[config.mk]
export PLATFORM = sky130hd
export DESIGN_NAME = pipe_chain
export DESIGN_NICKNAME = d
export VERILOG_FILES = /design/src/rtl/pipe_chain.sv
export SDC_FILE = /design/constraint.sdc
export NUM_CORES = 1
export LEC_CHECK = 0
export ABC_CLOCK_PERIOD_IN_PS = 2100
export CAP_MARGIN = 20
export CORE_AREA = 4 4 41 43
export CTS_BUF_LIST = sky130_fd_sc_hd__clkbuf_16
export CTS_CLUSTER_SIZE = 30
export DETAILED_ROUTE_END_ITERATION = 10
export DIE_AREA = 0 0 45 47
export HOLD_SLACK_MARGIN = 0.08
export SLEW_MARGIN = 10
export SYNTH_ARGS = -nofsm -noshare
export SYNTH_HDL_FRONTEND = slang
export SYNTH_SLANG_ARGS = --single-unit
[constraint.sdc]
create_clock -name clk -period 2.1 [get_ports clk]
set_clock_uncertainty 0.1 [all_clocks]
set_input_delay 0.42 -clock clk [delete_from_list [all_inputs] [get_ports clk]]
set_output_delay 0.42 -clock clk [all_outputs]
set_load 0.02 [all_outputs]
[src/rtl/pipe_chain.sv]
// pipe_chain: N-stage valid/ready register chain.
// Supports a synchronous flush, a registered occupancy count and a build-time
// choice between bubble-collapsing (elastic) and lockstep (global-stall) advance.
module pipe_chain #(
    parameter int               N           = 3,
    parameter int               WIDTH       = 1,
    parameter logic [WIDTH-1:0] RESET_VALUE = {WIDTH{1'b0}},
    parameter bit               COLLAPSE    = 1'b1,
    localparam int              CW          = $clog2(N + 1)
) (
    input  logic             clk,
    input  logic             reset,
    input  logic             flush,
    input  logic             in_valid,
    output logic             in_ready,
    input  logic [WIDTH-1:0] in_data,
    output logic             out_valid,
    input  logic             out_ready,
    output logic [WIDTH-1:0] out_data,
    output logic [CW-1:0]    count
);

    logic [N-1:0]     valid_r;
    logic [WIDTH-1:0] data_r [N];
    logic [CW-1:0]    count_r;

    logic [N-1:0]     valid_nxt_s;
    logic [N-1:0]     load_s;
    logic             ready_s;

    // Number of set bits in a stage-valid vector.
    function automatic logic [CW-1:0] popcount(input logic [N-1:0] v);
        logic [CW-1:0] c;
        c = {CW{1'b0}};
        for (int i = 0; i < N; i++) begin
            c = c + CW'(v[i]);
        end
        return c;
    endfunction

    generate
        if (COLLAPSE) begin : g_collapse
            logic [N-1:0] move_s;

            // Elastic advance: a stage moves when its successor is empty or
            // itself moving, rippling back from the output end.
            always_comb begin
                move_s      = {N{1'b0}};
                load_s      = {N{1'b0}};
                valid_nxt_s = {N{1'b0}};
                move_s[N-1] = valid_r[N-1] && out_ready && !flush;
                for (int k = N - 2; k >= 0; k--) begin
                    move_s[k] = valid_r[k] && (!valid_r[k+1] || move_s[k+1]);
                end
                ready_s   = !reset && !flush && (!valid_r[0] || move_s[0]);
                load_s[0] = in_valid && ready_s;
                for (int k = 1; k < N; k++) begin
                    load_s[k] = move_s[k-1];
                end
                valid_nxt_s = load_s | (valid_r & ~move_s);
            end
        end else begin : g_lockstep
            logic adv_s;

            // Lockstep advance: the whole chain shifts together, bubbles included,
            // and stalls as a unit whenever the output end is blocked.
            always_comb begin
                load_s         = {N{1'b0}};
                valid_nxt_s    = valid_r;
                adv_s          = !valid_r[N-1] || out_ready;
                ready_s        = !reset && !flush && adv_s;
                load_s[0]      = in_valid && ready_s;
                valid_nxt_s[0] = adv_s ? in_valid : valid_r[0];
                for (int k = 1; k < N; k++) begin
                    load_s[k]      = adv_s && !flush;
                    valid_nxt_s[k] = adv_s ? valid_r[k-1] : valid_r[k];
                end
            end
        end
    endgenerate

    // Stage valid/data and occupancy registers; flush clears valids but keeps data.
    always_ff @(posedge clk or posedge reset) begin
        if (reset) begin
            valid_r <= {N{1'b0}};
            count_r <= {CW{1'b0}};
            for (int k = 0; k < N; k++) begin
                data_r[k] <= RESET_VALUE;
            end
        end else if (flush) begin
            valid_r <= {N{1'b0}};
            count_r <= {CW{1'b0}};
        end else begin
            valid_r <= valid_nxt_s;
            count_r <= popcount(valid_nxt_s);
            if (load_s[0]) begin
                data_r[0] <= in_data;
            end
            for (int k = 1; k < N; k++) begin
                if (load_s[k]) begin
                    data_r[k] <= data_r[k-1];
                end
            end
        end
    end

    assign in_ready  = ready_s;
    assign out_valid = valid_r[N-1] && !flush;
    assign out_data  = data_r[N-1];
    assign count     = count_r;

endmodule

==> Implementation_results.wiki, run 1 <==
{| class="wikitable"
! Metric !! Value
|-
| Number of synthesized register bits || 8
|-
| Combined global-route utilization of all metal layers || 10.6%
|-
| Sw Ratio || 20.2%
|-
| Antenna viol nets, final || 0
|-
| Number of buffers created by CTS || 3
|-
| Setup repair after global routing missed its margin || no
|-
| Synthesized instance count || 33
|-
| Num ports || 11
|-
| Post-detailed-route wirelength per cell || roughly 12 um
|-
| Sort of element at the end of the critical path || flop
|-
| Leakage power figure || just over 0.3 nW
|-
| # port buffers || 10
|-
| Die Ht || 47 um
|-
| Fin crit share || 96.2%
|-
| Commonest non-fill, non-tap cells in the layout || sky130_fd_sc_hd__buf_4 (11), sky130_fd_sc_hd__dfrtp_1 (8), sky130_fd_sc_hd__clkdlybuf4s50_1 (7)
|-
| First-iteration detailed-routing DRC count || 0
|-
| Cells along the critical path || clkdlybuf4s50_1 > buf_4 > nor4b_4 > nor2b_1 > fa_1 > nor2_1
|-
| Clk buf depth || 2
|-
| Ys Warns || 0
|-
| Post-synthesis cell area || between 400 and 500 um^2
|-
| Achievable Freq || 495 MHz
|-
| Number of buffers added to fix hold violations after cts || 0
|-
| Initial Utilization || between 30% and 40%
|-
| Element type at the critical path start || input port
|-
| Die area || 0.00212 mm^2
|-
| Total of endpoints with negative setup slack in the final report || 0
|-
| Final critical path time including I/O delays and setup || 2.02 ns
|-
| Overall routed net length || 874 um
|-
| Worst Path Arrival || 2.04 ns
|-
| Max-slew violations || 0
|-
| Sequential cell area fraction in the yosys report || 50.0%
|-
| Type of the worst setup path || input port to flop
|-
| Number of inserted diodes || 0
|-
| Internal portion of total power || 0.000471 W
|-
| Largest voltage drop on the vdd net || 776 uV
|-
| Reported max-cap violation count || 0
|-
| CTS tree || yes
|-
| Most common cell after layout, fill and taps aside || sky130_fd_sc_hd__buf_4
|-
| Fill cell total of the finished layout || 123
|-
| Run status || complete, no violations
|-
| Core Region || between 0.001 and 0.0015 mm^2
|-
| Number of nets in the synthesized netlist || 40
|-
| HP Class || flop to flop
|-
| Final TNS setup || 0 ns
|-
| Clock network latency to the later pin of the worst-skew pair || 0.23 ns
|-
| Total power || between 0.0005 and 0.0006 W
|-
| Largest net degree at the start of global routing || 10
|-
| Number of different library cells in the post-synthesis netlist || 18
|-
| Vias after detailed routing || 318
|-
| Post-route DRC violation count || 0
|-
| Clock Pin Slew Worst Setup and Hold Paths || about 0.040 ns
|-
| Routability congestion estimate from global placement || approximately 0.81
|-
| Die Width || 45 um
|-
| Clock power share || 53.0%
|-
| Worst hold slack after final layout || a little under 0.4 ns
|-
| Detailed-routing iteration count for the pre-antenna-repair pass || 1
|-
| Proportion of layout cells with a drive suffix above 1 || 32.1%
|-
| First-pass GRT wire length || 1460 um
|-
| Via density per instance || about 4.5
|-
| Nets || 65
|-
| Worst slew margin relative to its limit || 77.4%
|-
| Slew at the pin closest to its max-slew limit || between 0.3 and 0.4 ns
|-
| Initial antenna violation count || 0
|-
| Count of final hold-check violations || 0
|-
| Floorplan row count || 13
|-
| Delay of the slowest cell on the worst path || 0.53 ns
|-
| Combinational share of power || between 10% and 20%
|-
| Post-detail-place hpwl || 710 um
|-
| Areal power density over the cells || 884 mW/mm^2
|-
| Area growth, synth to finish || 66.9%
|-
| Avg Synthesized Cell Area || ~12 um^2
|-
| Max FO, Critical Path || 6
|-
| Net switching power || 0.000119 W
|-
| Number of sinks handled by clock tree synthesis || 8
|-
| Required time of the critical path || 2.12 ns
|-
| Via count of the first global-routing pass || 334
|-
| Maximum level of the CTS H-tree || 1
|-
| Clock root buffer || sky130_fd_sc_hd__clkbuf_16
|-
| CP max-delay cell || sky130_fd_sc_hd__fa_1
|-
| Sequential cell fraction of total power || 31.7%
|-
| Global route total overflow || 0
|}
sequential cells by signal, indices dropped and copies added (netlist names):
signal,count
valid_r,3
count,2
data_r,2
out_data,1
layout make-up:
cell class / instances / area (um^2) / area share [%]
Tap cell: 15 / 18.8 / 2.81
Multi-Input combinational cell: 22 / 188 / 28.1
Inverter: 2 / 7.51 / 1.12
Clock buffer: 3 / 75.1 / 11.2
Sequential cell: 8 / 200 / 30.0
Timing Repair Buffer: 21 / 179 / 26.8
cells by family after synthesis:
family	Yosys count	synth area share [%]
AND/OR/NAND/NOR	14	26.2
flip-flops	8	50.0
AO/OA/AOI/OAI	4	6.25
buffers and inverters	3	3.12
multiplexers	3	9.37
adder cells (fa/ha/maj)	1	5.00
what timing repair did:
item / in CTS / in global routing
resized for setup: 3 / 0
endpoints found under the setup margin: 3 / 0
buffers inserted: 1 / 0
critical path: cells and delay by family:
family / cells / cell delay [ns]
adders and majority gates: 1 / 0.53
buffers and inverters: 2 / 0.66
and+or+nand+nor: 3 / 0.43
synth_stat cells:
cell type	count	area (um^2)
sky130_fd_sc_hd__mux2_1	2	22.5
sky130_fd_sc_hd__buf_2	1	5.00
sky130_fd_sc_hd__nand2_1	1	3.75
sky130_fd_sc_hd__fa_1	1	20.0
sky130_fd_sc_hd__nor4b_4	1	23.8
sky130_fd_sc_hd__a311oi_1	1	8.76
sky130_fd_sc_hd__nor3_1	1	5.00
sky130_fd_sc_hd__a21oi_1	2	10.0
sky130_fd_sc_hd__nor2b_1	3	18.8
sky130_fd_sc_hd__and4b_4	1	13.8
sky130_fd_sc_hd__inv_1	2	7.51
sky130_fd_sc_hd__a31oi_1	1	6.26
sky130_fd_sc_hd__mux2_4	1	15.0
sky130_fd_sc_hd__nor2_1	4	15.0
sky130_fd_sc_hd__nand2b_1	1	6.26
sky130_fd_sc_hd__nor3b_2	1	12.5
sky130_fd_sc_hd__nand4_1	1	6.26
sky130_fd_sc_hd__dfrtp_1	8	200
power by group through the flow:
stage	sequential, W	clock [W]	combinational, W
2_1_floorplan	0.000197	0	0.0000335
3_3_place_gp	0.000187	0	0.0000892
3_5_place_dp	0.000190	0	0.0000935
4_1_cts	0.000188	0.000320	0.0000928
5_1_grt	0.000191	0.000332	0.0000985
6_report	0.000187	0.000313	0.0000907
per-stage QoR:
stage | area (um^2) | setup slack (ns) | cells | utilization [%]
6_report | 668 | 0.0792 | 71 | 51.3
5_1_grt | 668 | 0.0165 | 71 | 51.3
4_1_cts | 668 | 0.0744 | 71 | 51.3
3_5_place_dp | 589 | -0.342 | 67 | 45.3
3_3_place_gp | 589 | -0.301 | 67 | 45.3
2_1_floorplan | 400 | 0.346 | 33 | -
worst paths after layout:
| kind | start | to | slack (ns) | depth (start not counted) |
|---|---|---|---|---|
| worst max-delay path | flush | count[0] | 0.08 | 6 |
| worst min register to register | data_r[1] | data_r[1] | 0.39 | 1 |
| worst min-delay path | data_r[1] | data_r[1] | 0.39 | 1 |
| max in group asynchronous | reset | count[0] | 1.12 | 3 |
| min in group asynchronous | reset | out_data | 0.53 | 3 |
| worst max register to register | valid_r[1] | count[0] | 0.12 | 6 |
layer usage:
metal  GRT usage, %  vias to the layer above  share of wire [%]
met1           10.6                      147                 41
met3           4.98                        2                6.4
li1               -                      161                  -
met4           7.02                        0                1.3
met2           17.8                        8                 51
met5              0                        -                  0
(Power assumes the default switching activity.)
==> run 2: changes to the inputs <==
Settings changed: CELL_PAD_IN_SITES_DETAIL_PLACEMENT from default to 1, CELL_PAD_IN_SITES_GLOBAL_PLACEMENT from default to 1, PLACE_DENSITY_LB_ADDON from default to 0.1.
==> run 2 against run 1 <==
Net effect: clock power increased by 3%; via count increased by 5.0%; sequential power about the same; power increased by 2.2%; wire length increased by 26%; combinational power increased by 4.6%; largest cell class unchanged; highest routed layer unchanged.
==> Implementation_results.wiki, run 2 (synthesized netlist as in run 1, its figures left out) <==
{| class="wikitable"
! Metric !! Value
|-
| Setup repair after global routing missed its margin || no
|-
| Post-route core utilization || 51.0% (-0.38 points)
|-
| Overall routed net length || 1100 um (+26%)
|-
| Post-detail-place hpwl || 797 um (+12%)
|-
| Worst Path Arrival || 1.98 ns (-0.06 ns)
|-
| Commonest non-fill, non-tap cells in the layout || sky130_fd_sc_hd__buf_4 (9), sky130_fd_sc_hd__dfrtp_1 (8), sky130_fd_sc_hd__clkdlybuf4s50_1 (6)
|-
| Count of final hold-check violations || 0 (unchanged)
|-
| Routability congestion estimate from global placement || 0.762 (-5.5%)
|-
| Combined global-route utilization of all metal layers || 13.0% (+2.4 points)
|-
| Total of endpoints with negative setup slack in the final report || 0 (unchanged)
|-
| Number of buffers created by CTS || 3 (unchanged)
|-
| Type of the worst setup path || input port to flop
|-
| First-iteration detailed-routing DRC count || 0 (unchanged)
|-
| GR Layer Usage met2 || 24.0% (+6.2 points)
|-
| Post-route DRC violation count || 0 (unchanged)
|-
| Max FFs per register || 3 (unchanged)
|-
| Vias after detailed routing || 334 (+5.0%)
|-
| Fin crit share || 93.5% (-2.8 points)
|-
| Sort of element at the end of the critical path || flop
|-
| Proportion of layout cells with a drive suffix above 1 || 33.3% (+1.2 points)
|-
| Most Crowded Layer GR || met2
|-
| Max FO, Critical Path || 2 (-4)
|-
| Run status || complete, no violations
|-
| Required time of the critical path || 2.12 ns (about the same)
|-
| Reported max-cap violation count || 0 (unchanged)
|-
| Clock Pin Slew Worst Setup and Hold Paths || 0.04 ns (about the same)
|-
| Maximum level of the CTS H-tree || 1 (unchanged)
|-
| Post-detailed-route wirelength per cell || 15.9 um (+29%)
|-
| Largest voltage drop on the vdd net || 511 uV (-34%)
|-
| First-pass GRT wire length || 1780 um (+22%)
|-
| Worst slew margin relative to its limit || 81.1% (+3.7 points)
|-
| R2r startpoint || valid_r[1]
|-
| Core Region || 0.00130 mm^2 (unchanged)
|-
| Met1 usage || 12.0% (+1.4 points)
|-
| Most common cell after layout, fill and taps aside || sky130_fd_sc_hd__buf_4
|-
| Met3 GRT Util || 5.75% (+0.77 points)
|-
| Number of inserted diodes || 0 (unchanged)
|-
| Num ports || 11 (unchanged)
|-
| Slew at the pin closest to its max-slew limit || 0.282 ns (-0.0563 ns)
|-
| Die Ht || 47 um (unchanged)
|-
| Register ranked first by flip-flop count || valid_r
|-
| Startpoint of the most critical hold path || data_r[1]
|-
| Die area || 0.00212 mm^2 (unchanged)
|-
| Floorplan row count || 13 (unchanged)
|-
| Largest net degree at the start of global routing || 9 (-1)
|-
| Detailed-routing iteration count for the pre-antenna-repair pass || 1 (unchanged)
|-
| Via count of the first global-routing pass || 380 (+14%)
|-
| Fill cell total of the finished layout || 148 (+20%)
|-
| Antenna viol nets, final || 0 (unchanged)
|-
| Final critical path time including I/O delays and setup || 1.96 ns (-0.0583 ns)
|-
| Element type at the critical path start || input port
|-
| Clock network latency to the later pin of the worst-skew pair || 0.23 ns (about the same)
|-
| RR Endpoint || count[0]
|-
| HP Class || flop to flop
|-
| Number of sinks handled by clock tree synthesis || 8 (unchanged)
|-
| Hold endpoint || data_r[1]
|-
| Clock root buffer || sky130_fd_sc_hd__clkbuf_16
|-
| Leakage power figure || 0.319 nW (+3.4%)
|-
| Via density per instance || 4.84 (+8.1%)
|-
| Post-CTS Setup Bufs || 0 (-1)
|-
| R2r setup slk || 0.27 ns (+0.15 ns)
|-
| Initial Utilization || 30.8% (unchanged)
|-
| Max-slew violations || 0 (unchanged)
|-
| Worst hold slack after final layout || 0.379 ns (-0.00958 ns)
|-
| Global route total overflow || 0 (unchanged)
|-
| Number of cells on the worst reg-to-reg path || 5 (-1)
|-
| Clk buf depth || 2 (unchanged)
|-
| Cell depth of the worst hold path || 1 (unchanged)
|-
| # port buffers || 10 (unchanged)
|-
| CTS tree || yes
|-
| Areal power density over the cells || 910 mW/mm^2 (+3.0%)
|-
| Die Width || 45 um (unchanged)
|-
| Nets || 63 (-3.1%)
|-
| Initial antenna violation count || 0 (unchanged)
|-
| Number of buffers added to fix hold violations after cts || 0 (unchanged)
|-
| Achievable Freq || 510 MHz (+3.0%)
|-
| Area growth, synth to finish || 65.6%
|}
## run 2: cell types whose count changed in the layout (fill, tap and decap cells not counted)
cell | previous run | this run
sky130_fd_sc_hd__dlymetal6s2s_1 | 0 | 2
sky130_fd_sc_hd__buf_2 | 0 | 1
sky130_fd_sc_hd__nand2b_4 | 0 | 1
sky130_fd_sc_hd__nand2b_1 | 1 | 0
sky130_fd_sc_hd__dlygate4sd2_1 | 3 | 1
sky130_fd_sc_hd__clkdlybuf4s50_1 | 7 | 6
sky130_fd_sc_hd__buf_4 | 11 | 9
## run 2: cell type report
class | count | area (um^2) | share of cell area, %
flip-flops and latches | 8 | 200 | 30.2
multi-input cells | 22 | 195 | 29.4
repair buffers | 19 | 166 | 25.1
clock buffers | 3 | 75.1 | 11.3
well taps | 15 | 18.8 | 2.83
inverters | 2 | 7.51 | 1.13
## run 2: power by group
group | switching (W) | internal [W]
clock | 0.0000756 | 0.000246
combinational | 0.0000425 | 0.0000523
sequential | 0.0000117 | 0.000176
total | 0.000130 | 0.000474
## run 2: worst max-delay path, stage by stage
cell and delay [ns]:
sky130_fd_sc_hd__clkdlybuf4s50_1 0.42, sky130_fd_sc_hd__buf_4 0.15, sky130_fd_sc_hd__nor4b_4 0.29, sky130_fd_sc_hd__nor2b_1 0.11, sky130_fd_sc_hd__fa_1 0.54, sky130_fd_sc_hd__nor2_1 0.04
## run 2: what timing repair did
action | in CTS | in global routing
cloned | 0 | 0
endpoints found under the setup margin | 2 | 1
gates resized for setup | 6 | 3
## run 2: worst max path at each step
stage               slack [ns]  depth (start not counted)       end      start
floorplan                 0.35                          5  count[0]      flush
global placement         -0.34                          4  in_ready  out_ready
detailed placement       -0.34                          4  in_ready  out_ready
CTS                      0.007                          6  count[0]      flush
global route              0.08                          6  count[0]      reset
finish                    0.14                          6  count[0]      reset
## run 2: layer usage
metal  vias up  wire [um]
met5         -          0
met4         0          9
met3         2         70
met2         9        612
met1       166        407
li1        157          -
## run 2: metrics by stage
stage          instance area, um^2  TNS [ns]  power, W  setup slack (ns)  instances
2_1_floorplan                  400         0  0.000231             0.346         33
3_3_place_gp                   582    -0.707  0.000277            -0.338         66
3_5_place_dp                   582    -0.804  0.000282            -0.338         66
4_1_cts                        651         0  0.000616           0.00665         69
5_1_grt                        663         0  0.000632            0.0841         69
6_report                       663         0  0.000604             0.138         69
==> run 3: changes to the inputs <==
==> constraint.sdc (replaced) <==
create_clock -name clk -period 2.1 [get_ports clk]
set_clock_uncertainty 0.1 [all_clocks]
set_input_delay 0.42 -clock clk [delete_from_list [all_inputs] [get_ports clk]]
set_output_delay 0.42 -clock clk [all_outputs]
set_load 0.01 [all_outputs]
==> run 3 against run 2 <==
Net effect: via count is 4.5% lower; sequential share of layout area is 0.88 points higher; non-clock buffer count is 2 lower; register-to-register slack worse by 0.06 ns; critical path type is now input port to primary output; power is 3.1% lower; setup slack better by 0.056 ns; clock power hardly changed; first-iteration DRC count is 5 higher; core utilization is 1.4 points lower; cell count is 2.9% lower; critical path depth is 3 lower; global-route usage is 0.76 points lower; largest power group unchanged; highest routed layer unchanged.
==> Implementation_results.wiki, run 3 (synthesized netlist as in run 1, its figures left out) <==
{| class="wikitable"
! Metric !! Value
|-
| Run status || complete, no violations
|-
| Vias after detailed routing || 319 (-4.5%)
|-
| HP Class || flop to flop
|-
| Total of endpoints with negative setup slack in the final report || 0 (unchanged)
|-
| Die area || 0.00212 mm^2 (unchanged)
|-
| Type of the worst setup path || input port to primary output
|-
| Commonest non-fill, non-tap cells in the layout || sky130_fd_sc_hd__dfrtp_1 (8), sky130_fd_sc_hd__clkdlybuf4s50_1 (7), sky130_fd_sc_hd__buf_4 (7)
|-
| Die Ht || 47 um (unchanged)
|-
| Clock network latency to the later pin of the worst-skew pair || 0.23 ns (about the same)
|-
| Largest voltage drop on the vdd net || 549 uV (+7.4%)
|-
| Delay of the slowest cell on the worst path || 0.47 ns (-0.07 ns)
|-
| Largest net degree at the start of global routing || 9 (unchanged)
|-
| Final critical path time including I/O delays and setup || 1.91 ns (-0.0560 ns)
|-
| Worst slew margin relative to its limit || 79.9% (-1.3 points)
|-
| Proportion of layout cells with a drive suffix above 1 || 28.8% (-4.5 points)
|-
| Fin crit share || 90.8% (-2.7 points)
|-
| Nets || 61 (-3.2%)
|-
| Routability congestion estimate from global placement || 0.784 (+2.9%)
|-
| Number of sinks handled by clock tree synthesis || 8 (unchanged)
|-
| Maximum level of the CTS H-tree || 1 (unchanged)
|-
| Antenna viol nets, final || 0 (unchanged)
|-
| Post-detailed-route wirelength per cell || 13.6 um (-15%)
|-
| First-iteration detailed-routing DRC count || 5 (+5)
|-
| Max FFs per register || 3 (unchanged)
|-
| Worst hold slack after final layout || 0.383 ns (+0.00393 ns)
|-
| Reported max-cap violation count || 0 (unchanged)
|-
| R2r startpoint || valid_r[1]
|-
| Setup Slack @ Placement || -0.261 ns (+0.0770 ns)
|-
| Achievable Freq || 525 MHz (+2.9%)
|-
| Global route total overflow || 0 (unchanged)
|-
| Sort of element at the end of the critical path || primary output
|-
| Floorplan row count || 13 (unchanged)
|-
| Register ranked first by flip-flop count || valid_r
|-
| Initial Utilization || 30.8% (unchanged)
|-
| R2r setup slk || 0.21 ns (-0.06 ns)
|-
| Number of buffers added to fix hold violations after cts || 0 (unchanged)
|-
| Max FO, Critical Path || 3 (+1)
|-
| Element type at the critical path start || input port
|-
| Overall routed net length || 912 um (-17%)
|-
| Number of cells on the worst reg-to-reg path || 5 (unchanged)
|-
| Cells along the critical path || clkdlybuf4s50_1 > nor3_1 > dlygate4sd2_1
|-
| First-pass GRT wire length || 1700 um (-4.7%)
|-
| Detailed-routing iteration count for the pre-antenna-repair pass || 2 (+1)
|-
| Post-route DRC violation count || 0 (unchanged)
|-
| Max-slew violations || 0 (unchanged)
|-
| Worst Path Arrival || 1.39 ns (-0.59 ns)
|-
| Count of final hold-check violations || 0 (unchanged)
|-
| Required time of the critical path || 1.58 ns (-0.54 ns)
|-
| Hold endpoint || out_data
|-
| Setup repair after global routing missed its margin || no
|-
| Slew at the pin closest to its max-slew limit || 0.300 ns (+0.0183 ns)
|-
| Core Region || 0.00130 mm^2 (unchanged)
|-
| # port buffers || 10 (unchanged)
|-
| Final TNS setup || 0 ns (unchanged)
|-
| Via count of the first global-routing pass || 374 (-1.6%)
|-
| Cell depth of the worst hold path || 1 (unchanged)
|-
| Via density per instance || 4.76 (-1.6%)
|-
| Clk buf depth || 2 (unchanged)
|-
| Num ports || 11 (unchanged)
|-
| Most common cell after layout, fill and taps aside || sky130_fd_sc_hd__dfrtp_1
|-
| Clock root buffer || sky130_fd_sc_hd__clkbuf_16
|-
| Die Width || 45 um (unchanged)
|-
| CP max-delay cell || sky130_fd_sc_hd__clkdlybuf4s50_1
|-
| Number of buffers created by CTS || 3 (unchanged)
|-
| Post-route core utilization || 49.5% (-1.4 points)
|-
| Crit path setup slack, layout || 0.193 ns (+0.0560 ns)
|-
| Combined global-route utilization of all metal layers || 12.3% (-0.76 points)
|-
| Clock Pin Slew Worst Setup and Hold Paths || 0.04 ns (about the same)
|-
| CP startpoint || reset
|-
| Post-detail-place hpwl || 699 um (-12%)
|-
| Initial antenna violation count || 0 (unchanged)
|-
| CTS tree || yes
|-
| Area growth, synth to finish || 60.9%
|-
| Leakage power figure || 0.295 nW (-7.4%)
|-
| DP Area || 559 um^2 (-3.9%)
|-
| Startpoint of the most critical hold path || out_data
|-
| Post-route design area || 644 um^2 (-2.8%)
|-
| Areal power density over the cells || 908 mW/mm^2 (-0.28%)
|-
| Number of inserted diodes || 0 (unchanged)
|-
| RR Endpoint || count[0]
|}
[run 3: final cells by class]
class / instances / area, um^2
Timing Repair Buffer: 17 / 153
Inverter: 2 / 7.51
Multi-Input combinational cell: 22 / 190
Sequential cell: 8 / 200
Fill cell: 139 / 657
Tap cell: 15 / 18.8
Clock buffer: 3 / 75.1
[run 3: how the worst max path moves through the flow]
stage | end | depth (start not counted) | slack [ns]
floorplan | count[0] | 5 | 0.35
global placement | in_ready | 4 | -0.27
detailed placement | in_ready | 4 | -0.26
CTS | in_ready | 4 | 0.0009
global route | in_ready | 3 | 0.12
finish | in_ready | 3 | 0.19
[run 3: repair_timing]
item / 4_1_cts / 5_1_grt
endpoints found under the setup margin: 2 / 2
gates resized for setup: 2 / 2
buffers inserted: 0 / 1
cloned: 0 / 0
pin swaps: 0 / 1
[run 3: metrics by stage]
step,std cells,power [W]
after floorplan,33,0.000223
after global placement,63,0.000266
after detailed placement,63,0.000270
after CTS,66,0.000593
after global routing,67,0.000619
final,67,0.000585
[run 3: layer usage]
| layer | share of wire [%] | track usage [%] | vias up |
|---|---|---|---|
| met2 | 52 | 21.2 | 9 |
| li1 | - | - | 153 |
| met5 | 0 | 0 | - |
| met3 | 6.8 | 6.13 | 2 |
| met4 | 1.6 | 8.77 | 0 |
| met1 | 40 | 11.2 | 155 |
[run 3: worst max-delay path: cells and delay by family]
kind	cells	cell delay (ns)
buffers and inverters	2	0.76
and+or+nand+nor	1	0.20
[run 3: where the power goes]
part,internal [W],total [W],switching (W)
sequential,0.000176,0.000186,0.0000102
combinational,0.0000493,0.0000805,0.0000312
clock,0.000245,0.000319,0.0000732
